===== src/rtl/reg_file.sv =====
// ---------------------------------------------------------------------------
// reg_file
//   Eight-entry general-purpose register file. It has one synchronous write
//   port and two combinational read ports that feed the ALU operands.
//
//   Parameters
//     DATA_WIDTH   register / data-port width in bits (default 8)
//     ADDR_WIDTH   register index width; register count is 2**ADDR_WIDTH
//
//   Ports
//     CLK          clock; all state changes happen on its rising edge
//     RESET        asynchronous, active-high; clears every register at once
//     IN           write data, normally the ALU RESULT
//     INADDRESS    write register index
//     WRITE        write enable
//     BUSYWAIT     stall; while high, writes are suppressed
//     OUT1ADDRESS  read port 1 register index
//     OUT2ADDRESS  read port 2 register index
//     OUT1         read port 1 data (ALU DATA1)
//     OUT2         read port 2 data (ALU DATA2 via the operand mux)
//
//   R0 is an ordinary register and is not tied to zero. Reads have no write
//   bypass. A read of the register being written shows the old value until
//   the writing edge.
// ---------------------------------------------------------------------------

// ---------------------------------------------------------------------------
// reg_file_chk
//   Simulation-only checker. It flags an enabled write whose index carries
//   X/Z bits. The datapath already drops such a write, because the per-entry
//   index compare never resolves true for an unknown index.
//
//   Ports
//     clk_i        clock
//     rst_i        reset; disables the check while high
//     wr_en_i      effective write enable (WRITE && !BUSYWAIT)
//     waddr_i      write register index
// ---------------------------------------------------------------------------
module reg_file_chk #(
  parameter int ADDR_WIDTH = 3
) (
  input logic                  clk_i,
  input logic                  rst_i,
  input logic                  wr_en_i,
  input logic [ADDR_WIDTH-1:0] waddr_i
);

  // An enabled write must present a fully known register index.
  a_waddr_known: assert property (
    @(posedge clk_i) disable iff (rst_i) wr_en_i |-> !$isunknown(waddr_i)
  );

endmodule

module reg_file #(
  parameter int DATA_WIDTH = 8,
  parameter int ADDR_WIDTH = 3
) (
  input  logic                  CLK,
  input  logic                  RESET,
  input  logic [DATA_WIDTH-1:0] IN,
  input  logic [ADDR_WIDTH-1:0] INADDRESS,
  input  logic                  WRITE,
  input  logic                  BUSYWAIT,
  input  logic [ADDR_WIDTH-1:0] OUT1ADDRESS,
  input  logic [ADDR_WIDTH-1:0] OUT2ADDRESS,
  output logic [DATA_WIDTH-1:0] OUT1,
  output logic [DATA_WIDTH-1:0] OUT2
);

  localparam int NUM_REGS = 2 ** ADDR_WIDTH;

  logic [DATA_WIDTH-1:0] regs_q [NUM_REGS];
  logic [DATA_WIDTH-1:0] regs_d [NUM_REGS];
  logic                  wr_en_s;
  logic [DATA_WIDTH-1:0] out1_s;
  logic [DATA_WIDTH-1:0] out2_s;

  // A stall always wins over a write request.
  assign wr_en_s = WRITE & ~BUSYWAIT;

  // Next-state: at most one entry takes IN; every other entry holds.
  // Each entry uses its own equality compare instead of an indexed store.
  // As a result, an X/Z index matches no entry, and the write is dropped
  // without touching any register.
  always_comb begin
    for (int i = 0; i < NUM_REGS; i++) begin
      regs_d[i] = regs_q[i];
    end
    if (wr_en_s) begin
      for (int i = 0; i < NUM_REGS; i++) begin
        if (INADDRESS == ADDR_WIDTH'(i)) begin
          regs_d[i] = IN;
        end else begin
          regs_d[i] = regs_q[i];
        end
      end
    end else begin
      for (int i = 0; i < NUM_REGS; i++) begin
        regs_d[i] = regs_q[i];
      end
    end
  end

  // Register array. RESET clears every entry immediately and blocks any
  // write that is enabled at a coincident edge.
  always_ff @(posedge CLK or posedge RESET) begin
    if (RESET) begin
      for (int i = 0; i < NUM_REGS; i++) begin
        regs_q[i] <= {DATA_WIDTH{1'b0}};
      end
    end else begin
      for (int i = 0; i < NUM_REGS; i++) begin
        regs_q[i] <= regs_d[i];
      end
    end
  end

  // Combinational read muxes. There is no write bypass, so both ports see
  // the stored contents only.
  always_comb begin
    out1_s = {DATA_WIDTH{1'b0}};
    out2_s = {DATA_WIDTH{1'b0}};
    for (int i = 0; i < NUM_REGS; i++) begin
      if (OUT1ADDRESS == ADDR_WIDTH'(i)) begin
        out1_s = regs_q[i];
      end else begin
        out1_s = out1_s;
      end
      if (OUT2ADDRESS == ADDR_WIDTH'(i)) begin
        out2_s = regs_q[i];
      end else begin
        out2_s = out2_s;
      end
    end
  end

  assign OUT1 = out1_s;
  assign OUT2 = out2_s;

  // Write-index sanity checker.
  reg_file_chk #(
    .ADDR_WIDTH (ADDR_WIDTH)
  ) u_chk (
    .clk_i   (CLK),
    .rst_i   (RESET),
    .wr_en_i (wr_en_s),
    .waddr_i (INADDRESS)
  );

endmodule


===== config.mk =====
export PLATFORM = sky130hd
export DESIGN_NAME = reg_file
export DESIGN_NICKNAME = d
export VERILOG_FILES = /design/src/rtl/reg_file.sv
export SDC_FILE = /design/constraint.sdc
export NUM_CORES = 1
export LEC_CHECK = 0
export ABC_AREA = 1
export CORE_ASPECT_RATIO = 0.75
export CORE_MARGIN = 5
export CORE_UTILIZATION = 30
export DETAILED_ROUTE_END_ITERATION = 7
export GPL_TIMING_DRIVEN = 0
export PLACE_DENSITY_LB_ADDON = 0.3
export SYNTH_ARGS = -nofsm -noshare
export SYNTH_HDL_FRONTEND = slang
export SYNTH_SLANG_ARGS = --single-unit
export TNS_END_PERCENT = 1

===== constraint.sdc =====
create_clock -name CLK -period 6.3 [get_ports CLK]
set_clock_uncertainty 0.15 [all_clocks]
set_input_delay 1.26 -clock CLK [delete_from_list [all_inputs] [get_ports CLK]]
set_output_delay 1.26 -clock CLK [all_outputs]
set_load 0.02 [all_outputs]

# After elaboration in Yosys (flattened, before gate mapping)
# Cells that the tools add are included.
[totals]
register_bits = 64
input_bits = 21
word_cells = 58
[classes]
n_mux = 16
reduce_logical = 11
n_eq_ne = 21
bitwise = 2
[ops]
columns = ["op", "count"]
rows = [
  ["two-way mux 8 bit", 16],
  ["equality test 3 bit (second input constant)", 12],
  ["equality test 3 x 2 -> 1 bit (second input constant)", 6],
  ["AND reduction 2 bit", 8],
  ["equality test 3 x 1 -> 1 bit (second input constant)", 3],
  ["zero test 3 bit", 3],
  ["AND 1 bit", 1],
  ["inverter 1 bit", 1],
]

# Depth between registers and ports, before layout
[depth]
word_depth = 9
depth_mapped = 7
mapped_depth_nobuf = 6

# Least setup slack after synthesis
# No wires, ideal clock.
[synth_path]
kind = "in2out"
startpoint = "input port OUT1ADDRESS[0]"
endpoint = "output port OUT1[0]"
path_stages = 5
setup_slack_ns = 2.748
arrival_time_ns = 2.142
n_path_buf = 1
cell_sequence = "buf_4 > inv_2 > nor3_2 > nand2_1 > nand4_1"
[synth_between]
elab_chain_cells = 9
[synth_lines]
columns = ["element", "line_no", "text"]
rows = [
  ["start: declaration", "65", "input logic [ADDR_WIDTH-1:0] OUT1ADDRESS,"],
  ["zero test 3 bit", "125", "if (OUT1ADDRESS == ADDR_WIDTH'(i)) begin"],
  ["two-way mux 8 bit (7 in a row)", "125", ""],
  ["two-way mux 8 bit (*)", "125", ""],
  ["end: declaration", "67", "output logic [DATA_WIDTH-1:0] OUT1,"],
]
# Mark *: on every way between the ends. The rest lies on a longest branch, timed or not.

# Worst setup path after layout
[layout_path]
startpoint = "input port OUT2ADDRESS[2]"
endpoint = "output port OUT2[7]"
[layout_between]
elab_chain_cells = 9
[layout_lines]
columns = ["element", "line_no", "text"]
rows = [
  ["start: declaration", "66", "input logic [ADDR_WIDTH-1:0] OUT2ADDRESS,"],
  ["zero test 3 bit", "130", "if (OUT2ADDRESS == ADDR_WIDTH'(i)) begin"],
  ["two-way mux 8 bit (7 in a row)", "130", ""],
  ["two-way mux 8 bit (*)", "130", ""],
  ["end: declaration", "68", "output logic [DATA_WIDTH-1:0] OUT2"],
]
# Marked as above.

==> reports/metrics.yaml <==
synth_top_area_cell: "dfrtp_1"
ys.flop_type: "dfrtp_1"
grt_use_total: 0.188
grt-ovfl-total: 0
cp-start-kind: "input pin"
path_class: "in -> out"
num_vias: 3614
cts_inserted_buffers: 9
htreeDepth: 3
row_count: 34
wl_per_cell_microns: 19.6
ys_warn_count: 0
cp_data_arrival_time_ns: 3.51
cpLargestDelayFamily: "buffers and inverters"
start_util: 0.306
synth.area.top_cells: "dfrtp_1 (45%), nand4_1 (14%), nand2_1 (9.5%), nor2_1 (6.0%), o21ai_1 (5.4%)"
max_freq_mhz: 203
cp_num_buf_inv: 4
critPathSlowestCell: "clkdlybuf4s50_1"
crit_path_max_incr_delay_ns: 0.63
p_leak_nw: 1.82
path_max_fanout: 10
drtIter0Drc: 441
cp-end-kind: "output pin"
synth_compound_area_frac: 0.0989
grt_pass1_wl_microns: 20400
worst_slew_pin_slew_ns: 0.709
insertedDiodeCount: 0
fin_area_sq_um: 4440
dr.pass1.iters: 5
finalSetupTns_ns: 0
min_period_ns: 4.92
io_pins: 37
dpl_cell_area_sq_um: 4090
async_flop_share: 1.00
synth.avg_cell_area_sq_um: 8.05
power_mw: 1.49
antenna_found_initial: 0
synth_most_common_cell: "nand2_1"
port_buffers: 32
final.fill_count: 1197
dpl.hpwl_microns: 9150
synth_fa_ha_area_frac: 0
largest_register: "regs_q"
power.density_nw_per_um2: 336
gp_congestion: 0.936
clk_path_buf_depth: 2
synth_seq_cells: 64
syn_area_sq_um: 3540
maxSlewHeadroom: 0.526
synth_cell_types: 23
synthMuxAreaShare: 0
ant_nets: 0
clock_latency_ns: 0.34
hold_path.class: "reg -> reg"
place_ws_ns: 1.49
worst_slack_ns: 1.38
synth_edf_count: 0
status: "completed"
finalSetupViolCount: 0
drv_cap: 0
cts_resized: 0
rsz0062_at_grt: "false"
min_period_over_period: 0.780
slew_viol_final: 0
synth.top_cell.area_share: 0.452
cpMostUsedCell: "nand4_1"
final_layout_size_suffix_gt1_frac: 0.137
post-cts-setup-buffers: 0
drc: 0
largest_reg_flops: 64
synth_nets: 461
fin_nets: 505
yosys.area_share.xor_xnor: 0
core_sq_um: 11600
clock-root-buffer: "clkbuf_16"
die_area_sq_um: 14100
die_x_microns: 135
grt_max_degree: 35
hold_buffers: 0
yosys.area_share.simple: 0.382
synth_cells: 440
synth_top_family_by_area: "simple AND/OR/NAND/NOR gates"
worstPathRequired_ns: 4.89
cts_tree: "done"
final_util: 0.383
yosys-top-cells-count: "nand2_1 (90), nand4_1 (80), dfrtp_1 (64)"
yosysSeqAreaShare: 0.452
wl_microns: 12800
ir_drop_uv: 152
path_cells: "clkdlybuf4s50_1, inv_2, buf_1, nand4_1, nand4_1, nor2_1, nand4_1, clkdlybuf4s50_1"
path_clk_slew_ns: 0.06
top_regs: "regs_q: 64 flops"
grt_pass1_vias: 3534
syn_to_final_growth_pct: 25.2
cts_sinks: 64
vias_per_cell: 5.55
die_h_microns: 104
hold_viol_final: 0
final timing paths:
kind	start	cells after the start	slack (ns)	end
hold / removal	regs_q[25]	2	0.35	regs_q[25]
min in group asynchronous	RESET	2	1.20	regs_q[28]
max in group asynchronous	RESET	3	4.16	regs_q[16]
setup / recovery	OUT2ADDRESS[2]	8	1.38	OUT2[7]
setup reg to reg	regs_q[6]	2	5.41	regs_q[6]
hold reg to reg	regs_q[25]	2	0.35	regs_q[25]
placed cells by master (no fill, tap or decap), drive strengths merged:
cell	synthesis	routed
nand3	19	19
inv	25	28
clkdlybuf4s50	0	32
dfrtp	64	64
o21ai	40	40
bufinv	0	3
nor3	8	8
nand2	95	95
clkinv	0	1
clkbuf	5	14
nor2	63	63
nand4	80	80
buf	17	18
a21oi	24	24
per-stage QoR:
step	hold WS (ns)	std cells
global route	0.366	651
finish	0.348	651
global placement	0.325	634
detailed placement	0.339	635
CTS	0.351	651
floorplan	0.309	440
kinds of logic (layout without fill, tap and decap cells):
kind of cell	Yosys count	after routing
flip-flops	64	64
AO/OA/AOI/OAI	64	64
buffers and inverters	47	96
AND/OR/NAND/NOR	265	265
routing by layer:
metal	vias to the layer above	share of wire	track usage	routed length [microns]
li1	1634	-	-	-
met1	1767	0.46	0.268	5880
met2	182	0.43	0.276	5550
met3	31	0.083	0.0532	1060
met4	0	0.023	0.0576	291
met5	-	0	0	0
power breakdown:
| group | switching (mW) | internal, mW | leakage (nW) |
|---|---|---|---|
| Clock | 0.206 | 0.391 | 0.171 |
| Combinational | 0.182 | 0.127 | 0.870 |
| Sequential | 0.0852 | 0.501 | 0.782 |
area by class of cell:
cell class / instances / area, sq um / area share
sequential: 64 / 1600 / 0.361
tap: 162 / 203 / 0.0457
timing repair buffer: 33 / 340 / 0.0767
clock inverter: 7 / 125 / 0.0282
multi-input combinational: 329 / 1700 / 0.384
clock buffer: 9 / 225 / 0.0508
buffer: 22 / 144 / 0.0324
inverter: 25 / 93.8 / 0.0212
worst reg2reg max path: stages, from the launching register on:
cell	delay, ns
dfrtp_1	0.41
nor2_1	0.15
a21oi_1	0.05
Power figures use the tool's default switching activity.
